$ cat src/rtl/smsdac_pkg.sv
// Shared constants for the mismatch-shaped unit-element DAC.
//   DATA_W   : width of the input code
//   N_ELEM   : number of unit elements driven (one bit each)
//   N_LEVELS : depth of the switching-block tree (log2 N_ELEM)
//   ACC_W    : width of the first-order delta-sigma residue
//   Y_W      : width of the quantised level count y (0..N_ELEM)
package smsdac_pkg;
  localparam int DATA_W   = 8;
  localparam int N_ELEM   = 16;
  localparam int N_LEVELS = 4;
  localparam int ACC_W    = 4;
  localparam int Y_W      = DATA_W - ACC_W + 1;

  // Input width of a switching block at tree level lv (0 = root).
  // Each level halves the range, so one bit is dropped per level.
  function automatic int lvl_w(input int lv);
    return Y_W - lv;
  endfunction
endpackage

$ cat src/rtl/sms_switch_block.sv
// One mismatch-shaping switching block.
//   clk, rst_n : clock, async active-low reset
//   n          : number of elements this subtree must turn on
//   A          : count passed to the lower-index subtree
//   B          : count passed to the higher-index subtree
// A+B always equals n. An odd n leaves one spare element; t picks which
// side gets it and flips each time, so both halves are used equally.
module sms_switch_block #(
  parameter int IN_W = 2
) (
  input  logic            clk,
  input  logic            rst_n,
  input  logic [IN_W-1:0] n,
  output logic [IN_W-2:0] A,
  output logic [IN_W-2:0] B
);
  logic            t;
  logic [IN_W-2:0] half;

  assign half = n[IN_W-1:1];
  assign A    = half + (IN_W-1)'(n[0] & ~t);
  assign B    = half + (IN_W-1)'(n[0] &  t);

  always_ff @(posedge clk or negedge rst_n) begin
    if (!rst_n)    t <= 1'b0;
    else if (n[0]) t <= ~t;
  end
endmodule

$ cat src/rtl/tt_um_ejfogleman_smsdac.sv
// Mismatch-shaped 16-element unit DAC.
//   clk, rst_n : clock, async active-low reset
//   ena        : ignored
//   ui_in      : DAC code x (0..255)
//   uio_in     : ignored
//   uo_out     : element drive e[7:0]
//   uio_out    : element drive e[15:8]
//   uio_oe     : all ones, bidirectional pins are outputs
// x_reg feeds a first-order delta-sigma that reduces the code to a level
// count y (0..16); a binary tree of switching blocks spreads y across the
// elements, and the leaf counts are registered as e.
module tt_um_ejfogleman_smsdac
  import smsdac_pkg::*;
(
  input  logic              clk,
  input  logic              rst_n,
  input  logic              ena,
  input  logic [DATA_W-1:0] ui_in,
  input  logic [7:0]        uio_in,
  output logic [7:0]        uo_out,
  output logic [7:0]        uio_out,
  output logic [7:0]        uio_oe
);
  logic [DATA_W-1:0] x_reg;
  logic [ACC_W-1:0]  acc;
  logic [DATA_W:0]   sum;
  logic [Y_W-1:0]    y;
  logic [N_ELEM-1:0] e_nxt, e_q;

  wire unused_pins = &{1'b0, ena, uio_in};

  // 255 + 15 = 270 fits the 9-bit sum, so no saturation is needed.
  assign sum = {1'b0, x_reg} + {{(DATA_W-ACC_W+1){1'b0}}, acc};
  assign y   = sum[DATA_W:ACC_W];

  // Heap-ordered tree: block j at level lv feeds blocks 2j (A) and
  // 2j+1 (B) at level lv+1; the last level's A/B are e[2j], e[2j+1].
  for (genvar lv = 0; lv < N_LEVELS; lv++) begin : lvl
    localparam int W  = lvl_w(lv);
    localparam int NB = 1 << lv;
    logic [W-1:0] n_in [NB];
    logic [W-2:0] a_o  [NB];
    logic [W-2:0] b_o  [NB];

    for (genvar j = 0; j < NB; j++) begin : blk
      if (lv == 0) begin : g_root
        assign n_in[j] = y;
      end else if (j % 2 == 0) begin : g_lo
        assign n_in[j] = lvl[lv-1].a_o[j/2];
      end else begin : g_hi
        assign n_in[j] = lvl[lv-1].b_o[j/2];
      end

      sms_switch_block #(.IN_W(W)) u_sw (
        .clk   (clk),
        .rst_n (rst_n),
        .n     (n_in[j]),
        .A     (a_o[j]),
        .B     (b_o[j])
      );

      if (lv == N_LEVELS-1) begin : g_leaf
        assign e_nxt[2*j]   = a_o[j];
        assign e_nxt[2*j+1] = b_o[j];
      end
    end
  end

  always_ff @(posedge clk or negedge rst_n) begin
    if (!rst_n) begin
      x_reg <= '0;
      acc   <= '0;
      e_q   <= '0;
    end else begin
      x_reg <= ui_in;
      acc   <= sum[ACC_W-1:0];
      e_q   <= e_nxt;
    end
  end

  assign uo_out  = e_q[7:0];
  assign uio_out = e_q[15:8];
  assign uio_oe  = 8'hFF;
endmodule

$ cat config.mk
export PLATFORM = sky130hd
export DESIGN_NAME = tt_um_ejfogleman_smsdac
export DESIGN_NICKNAME = d
export VERILOG_FILES = /design/src/rtl/smsdac_pkg.sv /design/src/rtl/sms_switch_block.sv /design/src/rtl/tt_um_ejfogleman_smsdac.sv
export SDC_FILE = /design/constraint.sdc
export NUM_CORES = 1
export LEC_CHECK = 0
export BUFFER_PORTS_ARGS = -buffer_cell sky130_fd_sc_hd__buf_4
export CAP_MARGIN = 20
export CORE_AREA = 2 2 105 107
export DETAILED_ROUTE_END_ITERATION = 6
export DIE_AREA = 0 0 107 109
export SLEW_MARGIN = 20
export SYNTH_ARGS = -nofsm -noshare
export SYNTH_HDL_FRONTEND = slang
export SYNTH_SLANG_ARGS = --single-unit
$ cat constraint.sdc
create_clock -name clk -period 9.95 [get_ports clk]
set_input_delay 1.4925 -clock clk [delete_from_list [all_inputs] [get_ports clk]]
set_output_delay 1.4925 -clock clk [all_outputs]
set_load 0.01 [all_outputs]
==> impl_metrics.json, run 1 <==
{
  "finalCritPeriodShare_pct": 37.38,
  "coreArea_sq_mm": 0.01060,
  "final-hold-violation-count": 0,
  "ys_top_cells_by_count": "dfrtp_1, xnor2_1, xor2_1, ha_1, nor2b_1",
  "cp_slowest_stage_delay_ps": 390,
  "tns_ps": 0,
  "whs_ps": 472.5,
  "diodes": 0,
  "antenna_found_initial": 0,
  "setup.worst_path.start_class": "flip-flop",
  "finalNonFillerCells": 366,
  "rsz0062_at_grt": "false",
  "yosysUniqueCellTypes": 23,
  "drive_gt1_share_pct": 17.26,
  "initial_core_util_pct": 22.29,
  "slew_headroom_pct": 63.17,
  "async_flop_share_pct": 100.0,
  "largest_register_ffs": 16,
  "status": "complete, no violations",
  "globalplace.congestion": 0.7331,
  "syn_avg_cell_area_sq_um": 12.18,
  "vias": 1368,
  "synth_edf_count": 0,
  "crit_path_frequent_cell": "ha_1",
  "clock_skew_ps": 19.43,
  "cts_hold_buffers": 0,
  "pin_count": 43,
  "cts.clk_slew.worst_paths_ps": 80,
  "clock.fmax_mhz": 268.9,
  "fp.dieArea_sq_mm": 0.01166,
  "post_cts.repair.setup_buffers": 0,
  "synth_top_family_by_area": "XOR/XNOR gates",
  "drv_cap": 0,
  "synthSimpleGateAreaFrac_pct": 9.476,
  "die_w_um": 107,
  "insertion_delay_ps": 300,
  "cp_top_family": "adder cells",
  "worstSetupPathType": "reg -> reg",
  "drtIter0Drc": 61,
  "slowest_stage": "fa_1",
  "rows": 38,
  "crit_arrival_ps": 3890,
  "synthMuxAreaShare_pct": 0,
  "synth.most_common_cell": "dfrtp_1",
  "post-route-util_pct": 26.20,
  "synth_compound_area_share_pct": 5.188,
  "area_delta_synth_final_pct": 17.52,
  "detail-route-antenna-nets": 0,
  "grt_use_total_pct": 6.734,
  "hpwl_um": 2680,
  "synthCells": 194,
  "cts_buffers": 5,
  "ctsRootBufferMaster": "clkbuf_8",
  "grt_pass1_wl_um": 6175,
  "yosys.area_share.adder_pct": 13.55,
  "cts_resized": 0,
  "setup_viol": 0,
  "via_per_inst": 3.738,
  "ys.flop_type": "dfrtp_1",
  "synth_xor_xnor_area_share_pct": 22.92,
  "hold_path_class": "reg -> reg",
  "end_kind": "flip-flop",
  "critPathMaxFanout": 3,
  "clk_path_buf_depth": 2,
  "cts_sinks": 43,
  "grt_max_degree": 44,
  "crit_chain": "ha_1, inv_1, fa_1, nand2b_1, a21oi_1, xor2_1, nor2b_1, ha_1, ha_1, ha_1, ha_1, ha_1, nor2b_1, xnor2_1, xor2_1",
  "crit_required_ps": 10120,
  "overflow": 0,
  "drtPass1Iterations": 4,
  "synth.area.top_cells": "dfrtp_1, ha_1, xnor2_1",
  "ys_warn_count": 0,
  "route.detailed.drc": 0,
  "synth_top_area_share_pct": 45.53,
  "wirelength_um": 3589,
  "yosysSeqAreaShare_pct": 45.53,
  "final_max_slew_viol_count": 0,
  "die_h_um": 109,
  "nets": 269,
  "syn_area_sq_mm": 0.002364,
  "period_minus_slack_ps": 3719,
  "htreeDepth": 2,
  "tightest_slew_ps": 552.5,
  "path_buf_inv": 1,
  "grt_pass1_vias": 1405,
  "place_inst": 358,
  "wl_per_cell_um": 9.806,
  "cts_tree": "built",
  "portBuffers": 25,
  "yosysTopAreaCell": "dfrtp_1",
  "synth_seq_cells": 43
}
## layer usage
layer | global-route usage [%] | vias up | wire length [um]
li1 | - | 667 | -
met1 | 7.706 | 668 | 1594
met2 | 11.15 | 28 | 1707
met3 | 2.630 | 5 | 235
met4 | 3.061 | 0 | 52
met5 | 0 | - | 0
## final timing paths
path | from | end | slack (ps) | depth (start not counted)
worst max-delay path | x_reg[0] | e_q[0] | 6230 | 15
worst min-delay path | acc[0] | acc[0] | 470 | 1
worst max register to register | x_reg[0] | e_q[0] | 6230 | 15
worst min register to register | acc[0] | acc[0] | 470 | 1
max in group asynchronous | rst_n | x_reg[3] | 8380 | 1
min in group asynchronous | rst_n | lvl[2].blk[3].u_sw.t | 1180 | 1
## cells in the final DEF (no fill, tap or decap)
cell and count:
dfrtp_1 43, xor2_1 30, xnor2_1 30, buf_4 25
ha_1 24, nor2b_1 15, nand2_1 9, conb_1 8
and2_1 7, clkbuf_8 5, nand2b_1 4, nor2_1 4
inv_1 4, a211oi_2 2, o21ai_1 2, and3_1 2
a31oi_4 2, a21oi_1 1, xor2_2 1, o21ba_2 1
o221ai_2 1, a21o_1 1, a211oi_1 1, fa_1 1
clkbuf_1 1, clkinvlp_4 1, clkinv_2 1
## logic make-up after synthesis
group           after synthesis
fa+ha+maj                    25
simple gates                 41
compound gates               11
buf+inv                      12
flops                        43
other cells                   1
xor+xnor                     61
## layout make-up
cell class,count,area [sq um]
fillers,1122,7825
multi-input cells,146,1239
flip-flops and latches,43,1076
repair buffers,25,187.7
well taps,140,175.2
clock buffers,6,72.57
inverters,4,15.01
clock inverters,2,12.51
## metrics by stage
step,cell area [sq um],worst slack [ps]
global route,2778,5967
global placement,2693,6203
finish,2778,6231
floorplan,2390,6481
CTS,2778,6186
detailed placement,2693,6182
Power of run 1 is left out: the tool's default activity adds up to more than one toggle a clock period on the data nets, which glitch-free logic cannot reach.
==> inputs of run 2 (changes only) <==
==> constraint.sdc (replaced) <==
create_clock -name clk -period 3.82 [get_ports clk]
set_input_delay 0.573 -clock clk [delete_from_list [all_inputs] [get_ports clk]]
set_output_delay 0.573 -clock clk [all_outputs]
set_load 0.01 [all_outputs]
==> run 2 against run 1 <==
Utilization rose by 0.34 points. Flip-flop and latch count unchanged. Worst setup slack worse by 6000 ps. Critical path depth stayed put. Critical endpoint is now e_q[4]. Highest routed layer unchanged. Clock-buffer cell count is the same. Non-clock buffer count increased by 3. Largest cell class unchanged. Cell count is 0.82% higher. Cell area increased by 1.3%. Maximum frequency is 3.7% higher.
==> impl_metrics.json, run 2 (synthesis results as in run 1) <==
{
  "crit_required_ps": 3990,
  "layout_setup_ws_ps": 233.0,
  "ctsRootBufferMaster": "clkbuf_8",
  "area_delta_synth_final_pct": 19.06,
  "largest_register_ffs": 16,
  "clk_path_buf_depth": 2,
  "crit_chain": "ha_2, inv_1, fa_1, nand2b_1, a21oi_2, xor2_1, nor2b_1, ha_1, and2_1, ha_1, ha_1, ha_1, nor2b_1, xnor2_1, xor2_1",
  "pin_count": 43,
  "final_max_slew_viol_count": 0,
  "crit_path_frequent_cell": "ha_1",
  "htreeDepth": 2,
  "diodes": 0,
  "whs_ps": 259.7,
  "cts_buffers": 5,
  "die_h_um": 109,
  "worstSetupPathType": "reg -> reg",
  "drtIter0Drc": 46,
  "cts_sinks": 43,
  "fp.dieArea_sq_mm": 0.01166,
  "slew_headroom_pct": 63.35,
  "tns_ps": 0,
  "wl_per_cell_um": 9.862,
  "period_minus_slack_ps": 3587,
  "place_ws_ps": 99.76,
  "rows": 38,
  "critPathMaxFanout": 3,
  "portBuffers": 25,
  "finalCritPeriodShare_pct": 93.90,
  "rsz0062_at_grt": "false",
  "status": "complete, no violations",
  "most-common-layout-cells": "dfrtp_1, xnor2_1, xor2_1, buf_4, ha_1",
  "cts.clk_slew.worst_paths_ps": 90,
  "path_buf_inv": 1,
  "route.detailed.drc": 0,
  "grt_pass1_wl_um": 6272,
  "grt_pass1_vias": 1359,
  "overflow": 0,
  "cp_slowest_stage_delay_ps": 400,
  "cts_tree": "built",
  "antenna_found_initial": 0,
  "slowest_stage": "fa_1",
  "nFillCells": 1130,
  "hold_path_class": "in -> async",
  "insertion_delay_ps": 290,
  "final_common_cell": "dfrtp_1",
  "vias": 1360,
  "final-hold-violation-count": 0,
  "drv_cap": 0,
  "detail-route-antenna-nets": 0,
  "nets": 272,
  "hpwl_um": 2698,
  "initial_core_util_pct": 22.29,
  "grt_use_total_pct": 6.851,
  "clock_skew_ps": 14.61,
  "grt_max_degree": 44,
  "drtPass1Iterations": 6,
  "via_per_inst": 3.686,
  "wirelength_um": 3639,
  "clock.fmax_mhz": 278.8,
  "setup.worst_path.start_class": "flip-flop",
  "tightest_slew_ps": 549.7,
  "die_w_um": 107,
  "globalplace.congestion": 0.7347,
  "coreArea_sq_mm": 0.01060,
  "drive_gt1_share_pct": 19.65,
  "cp_top_family": "adder cells",
  "crit_arrival_ps": 3750,
  "end_kind": "flip-flop",
  "setup_viol": 0
}
## run 2: cell count changes in the layout (fill, tap and decap cells not counted)
| cell | previous run | this run |
|---|---|---|
| ha_2 | 0 | 1 |
| buf_4 | 25 | 28 |
| a21oi_2 | 0 | 1 |
| xor2_2 | 1 | 2 |
| ha_1 | 24 | 23 |
| xor2_1 | 30 | 29 |
| a21oi_1 | 1 | 0 |
## run 2: worst reg2reg max path, stage by stage (launching register included)
cell	delay, ps
dfrtp_1	340
ha_2	200
inv_1	50
fa_1	400
nand2b_1	200
a21oi_2	170
xor2_1	230
nor2b_1	170
ha_1	270
and2_1	180
ha_1	190
ha_1	300
ha_1	340
nor2b_1	160
xnor2_1	130
xor2_1	150
## run 2: metal layers
layer	up-vias	part of all wire, %	GRT usage, %	routed length [um]
met2	27	47	11.15	1726
li1	673	-	-	-
met3	2	5.9	2.510	213
met5	-	0	0	0
met1	658	46	8.121	1656
met4	0	1.2	3.061	42
## run 2: what timing repair did
action	CTS	global route
hold buffers	0	0
setup endpoints to repair	0	14
gates resized for setup	0	3
setup buffers	0	1
endpoints found under the hold margin	0	0
## run 2: cell type report
type,count,area (sq um),area share (%)
well taps,140,175.2,6.225
inverters,4,15.01,0.5336
multi-input cells,146,1252,44.51
flip-flops and latches,43,1076,38.24
clock inverters,2,12.51,0.4446
clock buffers,6,72.57,2.579
repair buffers,28,210.2,7.470
## run 2: through the flow
step / utilization, % / instances / instance area, sq um
after detailed placement: 25.54 / 360 / 2708
final: 26.54 / 369 / 2814
after global routing: 26.54 / 369 / 2814
after floorplan: - / 201 / 2390
after CTS: 26.34 / 368 / 2793
after global placement: 25.54 / 360 / 2708
## run 2: worst paths after layout
path,slack (ps),cells past startpoint,endpoint,startpoint
setup reg to reg,230,15,e_q[4],x_reg[0]
min in group clk,390,1,x_reg[2],ui_in[2]
hold / removal,260,1,lvl[3].blk[7].u_sw.t,rst_n
hold reg to reg,490,1,lvl[2].blk[0].u_sw.t,lvl[2].blk[0].u_sw.t
setup / recovery,230,15,e_q[4],x_reg[0]
max in group asynchronous,3170,1,x_reg[3],rst_n
Power of run 2 is left out for the same reason.
